`src/rtl/g15_eb_pkg.sv`:
```
// g15_eb_pkg: shared modes, word length and sign-gate helpers for the early-bus gate
package g15_eb_pkg;

  typedef enum logic [1:0] {EBM_PASS, EBM_COMP, EBM_NEG, EBM_ABS} eb_mode_t;

  localparam int G15_WORD_BITS = 29;

  // Value driven onto ib during the sign bit time
  function automatic logic sign_out(input eb_mode_t m, input logic eb);
    return (m == EBM_NEG) ? ~eb : (m == EBM_ABS) ? 1'b0 : eb;
  endfunction

  // Whether the magnitude that follows must be complemented
  function automatic logic inv_pending(input eb_mode_t m, input logic eb);
    return (m == EBM_COMP) ? eb : (m == EBM_NEG) ? ~eb : 1'b0;
  endfunction

  function automatic logic inverting(input eb_mode_t m);
    return (m == EBM_COMP) || (m == EBM_NEG);
  endfunction

endpackage

```
`src/rtl/eb_frame_counter.sv`:
```
// eb_frame_counter: bit-time counter within a word and tl framing check
module eb_frame_counter
  import g15_eb_pkg::*;
#(
  parameter int WORD_BITS = G15_WORD_BITS
) (
  input  logic clk_i,
  input  logic rst_ni,
  input  logic ts_i,
  input  logic tl_i,
  output logic err_o
);

  localparam int CW = $clog2(WORD_BITS);
  localparam logic [CW-1:0] LAST = CW'(WORD_BITS - 1);

  logic [CW-1:0] cnt_q, cnt_d;

  // cnt_d is the index of the current bit time; tl must land on the last one
  always_comb begin
    cnt_d = ts_i ? '0 : (cnt_q == LAST) ? cnt_q : cnt_q + 1'b1;
    err_o = tl_i & (ts_i | (cnt_d != LAST));
  end

  // Bit counter register
  always_ff @(posedge clk_i or negedge rst_ni) begin
    if (!rst_ni) cnt_q <= '0;
    else cnt_q <= cnt_d;
  end

endmodule

```
`src/rtl/serial_complement_gate.sv`:
```
// serial_complement_gate: early-bus OR plus mode-selected serial sign/complement gate
module serial_complement_gate
  import g15_eb_pkg::*;
#(
  parameter int N_SRC     = 32,
  parameter int WORD_BITS = G15_WORD_BITS
) (
  input  logic             CLOCK,
  input  logic             rst,
  input  logic [N_SRC-1:0] eb_src,
  input  logic             ts,
  input  logic             tl,
  input  eb_mode_t         mode,
  input  logic             dbl,
  input  logic             rc,
  input  logic             ovf_ext,
  input  logic             fo_clr,
  output logic             eb,
  output logic             ib,
  output logic             fo,
  output logic             mz,
  output logic             frm_err
);

  eb_mode_t m_q, m_d;
  logic d_q, d_d, wd_q, wd_d, is_q, is_d, ic_q, ic_d, nz_q, nz_d, sg_q, sg_d;
  logic fo_q, fo_d, mz_q, mz_d, frm_err_q, frm_err_c;
  logic st, final_tl;

  eb_frame_counter #(.WORD_BITS(WORD_BITS)) u_frame (
    .clk_i (CLOCK),
    .rst_ni(rst),
    .ts_i  (ts),
    .tl_i  (tl),
    .err_o (frm_err_c)
  );

  assign eb       = |eb_src;
  assign st       = ts & (~wd_q | ~d_q);
  assign final_tl = tl & (d_q ? wd_q : ~wd_q);
  assign ib       = st ? (rc ? eb : sign_out(mode, eb)) : eb ^ ic_q;
  assign fo       = fo_q;
  assign mz       = mz_q;
  assign frm_err  = frm_err_q;

  // Gate next state: sign time latches mode/sign, magnitude bits track first one
  always_comb begin
    m_d  = m_q;
    d_d  = d_q;
    wd_d = wd_q;
    is_d = is_q;
    ic_d = ic_q;
    nz_d = nz_q;
    sg_d = sg_q;
    if (rc) begin
      m_d  = EBM_PASS;
      wd_d = 1'b0;
      is_d = 1'b0;
      ic_d = 1'b0;
      nz_d = 1'b0;
      sg_d = 1'b0;
    end else begin
      if (st) begin
        m_d  = mode;
        d_d  = dbl;
        is_d = inv_pending(mode, eb);
        ic_d = 1'b0;
        nz_d = 1'b0;
        sg_d = eb;
      end else begin
        ic_d = ic_q | (is_q & eb & inverting(m_q));
        nz_d = nz_q | eb;
      end
      if (tl) wd_d = d_q & ~wd_q;
    end
  end

  // Flag next state: set beats clear on fo
  always_comb begin
    mz_d = final_tl & sg_q & ~(nz_q | eb);
    fo_d = (ovf_ext | frm_err_q) ? 1'b1 : fo_clr ? 1'b0 : fo_q;
  end

  // Gate state registers
  always_ff @(posedge CLOCK or negedge rst) begin
    if (!rst) begin
      m_q  <= EBM_PASS;
      d_q  <= 1'b0;
      wd_q <= 1'b0;
      is_q <= 1'b0;
      ic_q <= 1'b0;
      nz_q <= 1'b0;
      sg_q <= 1'b0;
    end else begin
      m_q  <= m_d;
      d_q  <= d_d;
      wd_q <= wd_d;
      is_q <= is_d;
      ic_q <= ic_d;
      nz_q <= nz_d;
      sg_q <= sg_d;
    end
  end

  // Flag registers: minus-zero and framing pulses, sticky overflow
  always_ff @(posedge CLOCK or negedge rst) begin
    if (!rst) begin
      mz_q      <= 1'b0;
      frm_err_q <= 1'b0;
      fo_q      <= 1'b0;
    end else begin
      mz_q      <= mz_d;
      frm_err_q <= frm_err_c;
      fo_q      <= fo_d;
    end
  end

endmodule

```
`config.mk`:
```
export PLATFORM = sky130hd
export DESIGN_NAME = serial_complement_gate
export DESIGN_NICKNAME = d
export VERILOG_FILES = /design/src/rtl/g15_eb_pkg.sv /design/src/rtl/eb_frame_counter.sv /design/src/rtl/serial_complement_gate.sv
export SDC_FILE = /design/constraint.sdc
export NUM_CORES = 1
export LEC_CHECK = 0
export CORE_MARGIN = 2
export CORE_UTILIZATION = 42
export DETAILED_ROUTE_END_ITERATION = 6
export PLACE_DENSITY_LB_ADDON = 0.12
export SYNTH_ARGS = -nofsm -noshare
export SYNTH_HDL_FRONTEND = slang
export SYNTH_SLANG_ARGS = --single-unit
```
`constraint.sdc`:
```
create_clock -name CLOCK -period 4 [get_ports CLOCK]
set_input_delay 0.6 -clock CLOCK [delete_from_list [all_inputs] [get_ports CLOCK]]
set_output_delay 0.6 -clock CLOCK [all_outputs]
set_load 0.1 [all_outputs]
```
==> results.toml, run 1 <==
[placement]
place_ws_ns = 1.15
port_buffers = 46
dp_hpwl_um = 1840
place_congestion = 0.725

[pwr]
power_density_mw_per_mm2 = 264
p_leak_nw = 0.611
finalPower_mw = 0.378
ir_drop_mv = 0.181

[layout]
insertedDiodeCount = 0
drive_gt1_share_pct = 12.9
fin_util_pct = 71.5
area_growth_pct = 57.1
nets = 186

[routing]
drc = 0
routed_wl_um = 2150
viasPerCell = 5.39
wire_per_inst_um = 13.0
via_count = 894
antenna_left = 0
drt_iter0_drc = 29
dr.pass1.iters = 5

[grt]
grt_pass1_wl_um = 3680
grt_pass1_vias = 872
grt_overflow_total = 0
grt_max_degree = 17
grt_antenna_before_repair = 0
grtUsageTotal_pct = 19.5

[worst_hold_path]
hold_path_class = "flop to flop"
hold_end = "mz"
min_path_cells = 1
holdCritStartpoint = "nz_q"

[floorplan]
die_w_um = 50.6
core_mm2 = 0.00200
initial_utilization_pct = 45.5
row_count = 16
io_pins = 47
die_h_um = 50.6
dieArea_mm2 = 0.00256

[setup_path]
cp-start-kind = "input pin"
critPathKind = "input pin to primary output"
required_ns = 3.40
worstPathCellList = "clkdlybuf4s50_1 -> nand2b_2 -> nor3_1 -> a21oi_1 -> mux2i_1 -> buf_4"
crit_start = "ts"
ff2ff_setup_slack_ns = 2.49
slowest_stage = "clkdlybuf4s50_1"
max_stage_delay_ns = 0.64
r2r_cells = 6
cp-end-kind = "primary output"
reg2reg_from = "u_frame.cnt_q[0]"
crit_arrival_ns = 2.24
timing.rr.end = "frm_err"
worstPathMaxFanout = 8

[timing]
hold_ws_ns = 0.456
final.setup_skew_ns = 0.00663
setup_tns_ns = 0
rsz0062_at_grt = "no"
timing.fmax_mhz = 352
setup_viol = 0
hold_violations = 0
period_needed_ns = 2.84
final_max_slew_viol_count = 0
setup_ws_ns = 1.16
max_slew_margin_pct = 34.4
fin_crit_sh_pct = 71.1
worstMarginPinSlew_ns = 0.981

[yosys]
syn_area_per_cell_um2 = 10.1
synth.top_cell.area_share_pct = 44.0
synth_fp_nets = 136
synth-seq-cells = 16
synthArstFlopShare_pct = 100
synth_edf_count = 0
synth_ff_type = "dfrtp_1"
synth.largest_area_cell = "dfrtp_1"
ys_top_cells_by_count = "16 x dfrtp_1, 8 x nand2_1, 6 x nor2_1, 6 x nor4_1"
yosysSeqAreaShare_pct = 44.0
netlist_instances = 90
yosysMostFrequentCell = "dfrtp_1"
synth_warnings = 0
synth_cell_types = 35
netlist_area_um2 = 911
synthTopCellsByArea = "dfrtp_1 44%, ha_1 5.5%, nor4_1 4.1%"

[clock_network]
cts_buffers = 3
clock_sinks = 16
cts_resized = 0
clk_pin_slew_worst_paths_ns = 0.09
cts_hold_buffers = 0
cts_max_path_buffers = 2
postCtsSetupBuffers = 0
cts-htree-levels = 1
cts_tree = "yes"
clk-insertion-delay-late_ns = 0.29
cts-root-buf = "clkbuf_4"

[run_status]
outcome = "finished clean"

[flow_run]
maxCapViolCount = 0
-- worst max-delay path by stage --
stage          to  slack, ns
6_report       ib       1.16
5_1_grt        ib       1.02
4_1_cts        ib       1.14
3_5_place_dp   ib       1.15
3_3_place_gp   ib       1.19
2_1_floorplan  ib       0.48
-- cell type report --
type / count / area [um2]
Fill cell: 158 / 571
Sequential cell: 16 / 400
Clock buffer: 4 / 36.3
Tap cell: 27 / 33.8
Multi-Input combinational cell: 69 / 490
Inverter: 4 / 15.0
Timing Repair Buffer: 46 / 455
-- layer usage --
layer | track usage (%) | vias to the layer above | part of all wire, %
met2 | 34.4 | 52 | 50
met1 | 21.6 | 407 | 38
met5 | 0 | - | 0
met3 | 5.06 | 5 | 10
met4 | 9.46 | 0 | 1.9
li1 | - | 430 | -
-- where the power goes --
part           leakage, nW  internal (mW)  switching (mW)  total [mW]
Clock               0.0210         0.0554          0.0493       0.105
Combinational        0.383         0.0536          0.0404      0.0940
Sequential           0.207          0.171         0.00826       0.180
-- cell usage in the layout (no fill, tap or decap), types with 2 or more instances in the layout --
cell type        instances
nand3_1                  4
a31oi_1                  3
nand2_1                  8
nor4_2                   2
ha_1                     4
clkdlybuf4s50_1         44
buf_4                    2
clkbuf_4                 3
and3_1                   2
o21ai_0                  2
dfrtp_1                 16
o21a_1                   3
mux2i_1                  2
inv_1                    4
nor4_1                   6
and4_4                   2
nor2_1                   6
a211oi_2                 2
a21oi_1                  4
nand2b_2                 2
-- critical path: cells and delay by family --
family          cells  cell delay (ns)
simple gates        2             0.46
compound gates      1             0.07
mux                 1             0.15
buf+inv             2             0.95
-- state kept, by name (all words and copies together), names as in the netlist --
name           cells
d_q                1
fo                 1
frm_err            1
ic_q               1
is_q               1
m_q                2
mz                 1
nz_q               1
sg_q               1
u_frame.cnt_q      5
wd_q               1
-- metrics by stage --
step           area [um2]  std cells
2_1_floorplan         911         90
3_5_place_dp         1400        162
3_3_place_gp         1400        162
6_report             1430        166
5_1_grt              1430        166
4_1_cts              1430        166
-- kinds of logic (layout without fill, tap and decap cells) --
logic type / after synthesis / after routing / synth area share (%)
AO/OA/AOI/OAI: 19 / 19 / 14.7
flip-flops: 16 / 16 / 44.0
XOR/XNOR: 2 / 2 / 1.92
multiplexers: 3 / 3 / 3.43
adder cells (fa/ha/maj): 4 / 4 / 5.49
AND/OR/NAND/NOR: 41 / 41 / 28.3
buffers and inverters: 5 / 54 / 2.20
Power figures use the tool's default switching activity.
==> run 2: changes to the inputs <==
- CORE_UTILIZATION: 42 -> 39
- clock period: 4 -> 2.9 ns (I/O delays scaled with it)
==> results.toml, run 2 (same netlist as run 1, synthesis figures left out) <==
[run_status]
outcome = "finished clean"

[setup_path]
worstPathMaxFanout = 8
r2r_cells = 5
timing.rr.end = "frm_err"
reg2reg_from = "u_frame.cnt_q[0]"
worstPathCellList = "clkdlybuf4s50_1 -> nand2b_2 -> nor3_1 -> a21oi_1 -> mux2i_2 -> buf_12"
slowest_stage = "clkdlybuf4s50_1"
required_ns = 2.47
cp.depth = 6
cp_top_family = "buffers and inverters"
crit_start = "ts"
critPathKind = "input pin to primary output"
max_stage_delay_ns = 0.67
cp-start-kind = "input pin"
cp-end-kind = "primary output"
cp.buffers_inverters = 2
crit_arrival_ns = 2.07
ff2ff_setup_slack_ns = 1.37
cp-endpoint = "ib"

[timing]
final_max_slew_viol_count = 0
timing.fmax_mhz = 400
hold_ws_ns = 0.464
setup_tns_ns = 0
worstMarginPinSlew_ns = 0.717
hold_violations = 0
final.setup_skew_ns = 0.0100
fin_crit_sh_pct = 86.3
setup_viol = 0
rsz0062_at_grt = "no"
period_needed_ns = 2.50
max_slew_margin_pct = 52.0

[clock_network]
clk-insertion-delay-late_ns = 0.29
cts_max_path_buffers = 2
cts_tree = "yes"
postCtsSetupBuffers = 0
cts_hold_buffers = 0
cts-root-buf = "clkbuf_4"
clock_sinks = 16
cts_resized = 0
clk_pin_slew_worst_paths_ns = 0.10
cts-htree-levels = 1
cts_buffers = 3

[grt]
grt_overflow_total = 0
grt_pass1_vias = 931
grt_antenna_before_repair = 0
grtUsageTotal_pct = 19.3
grt_pass1_wl_um = 3900
grt_max_degree = 17

[floorplan]
io_pins = 47
initial_utilization_pct = 41.2
dieArea_mm2 = 0.00274
core_mm2 = 0.00221
die_w_um = 52.3
die_h_um = 52.3
row_count = 17

[pwr]
p_sw_mw = 0.141
power_density_mw_per_mm2 = 367
clkPwrFrac_pct = 28.2
p_leak_nw = 0.614
p_int_mw = 0.388
p_seq_share_pct = 46.8
switching_share_pct = 26.6
ir_drop_mv = 0.236
comb_power_share_pct = 25.0

[routing]
drt_iter0_drc = 7
viasPerCell = 5.19
antenna_left = 0
wire_per_inst_um = 13.3
drc = 0
dr.pass1.iters = 5
via_count = 866
routed_wl_um = 2220

[worst_hold_path]
min_path_cells = 1
hold_path_class = "flop to flop"

[placement]
dp_hpwl_um = 1880
port_buffers = 46
place_congestion = 0.846

[layout]
drive_gt1_share_pct = 15.8
largest_reg_flops = 5
final_cell_mix = "41 x clkdlybuf4s50_1, 16 x dfrtp_1, 8 x nand2_1, 6 x nor2_1, 6 x nor4_1"
regArea_um2 = 400
mostFrequentLayoutCell = "clkdlybuf4s50_1"
top_register = "u_frame.cnt_q"
num-fill-cells = 182
area_growth_pct = 58.2
reg_top3 = "u_frame.cnt_q (5), m_q (2)"
nets = 186
insertedDiodeCount = 0
multi_input_area_um2 = 494

[flow_run]
maxCapViolCount = 0
-- run 2: changes by cell type in the layout (fill, tap and decap cells not counted) --
cell and delta:
mux2i_1 -1, buf_12 +1, buf_4 +2, clkdlybuf4s50_1 -3, mux2i_2 +1
-- run 2: per-layer routing --
layer / track usage [%] / wire, um
met5: 0 / 0
met1: 20.1 / 851
met3: 5.14 / 61
met4: 7.69 / 38
met2: 36.0 / 1270
-- run 2: power by group through the flow --
stage	Combinational (mW)	Clock, mW	Sequential [mW]
2_1_floorplan	0.0460	0	0.259
3_3_place_gp	0.130	0	0.251
3_5_place_dp	0.133	0	0.252
4_1_cts	0.134	0.155	0.247
5_1_grt	0.144	0.170	0.250
6_report	0.132	0.149	0.247
-- run 2: how the worst min path moves through the flow --
| stage | from | end | slack [ns] |
|---|---|---|---|
| final | nz_q | mz | 0.46 |
| after global routing | nz_q | mz | 0.49 |
| after CTS | nz_q | mz | 0.46 |
| after detailed placement | nz_q | mz | 0.44 |
| after global placement | nz_q | mz | 0.43 |
| after floorplan | rst | d_q | 0.14 |
-- run 2: layout make-up --
| type | count | area share [%] |
|---|---|---|
| sequential | 16 | 27.8 |
| multi-input combinational | 69 | 34.3 |
| timing repair buffer | 46 | 31.9 |
| inverter | 4 | 1.04 |
| tap | 28 | 2.43 |
| clock buffer | 4 | 2.52 |
-- run 2: stage by stage --
step                utilization [%]  worst slack [ns]  cells  area [um2]  power, mW
floorplan                         -             0.176     90         915      0.305
global placement               63.5             0.481    163        1410      0.381
detailed placement             63.5             0.415    163        1410      0.385
CTS                            65.2             0.410    167        1440      0.535
global route                   65.2             0.318    167        1440      0.563
finish                         65.2             0.398    167        1440      0.529
-- run 2: worst register-to-register path, cell delays in order, from the launching register on --
cell      delay (ns)
dfrtp_1         0.44
ha_1            0.26
and3_1          0.20
a211oi_2        0.23
nand3b_1        0.10
o21a_1          0.20
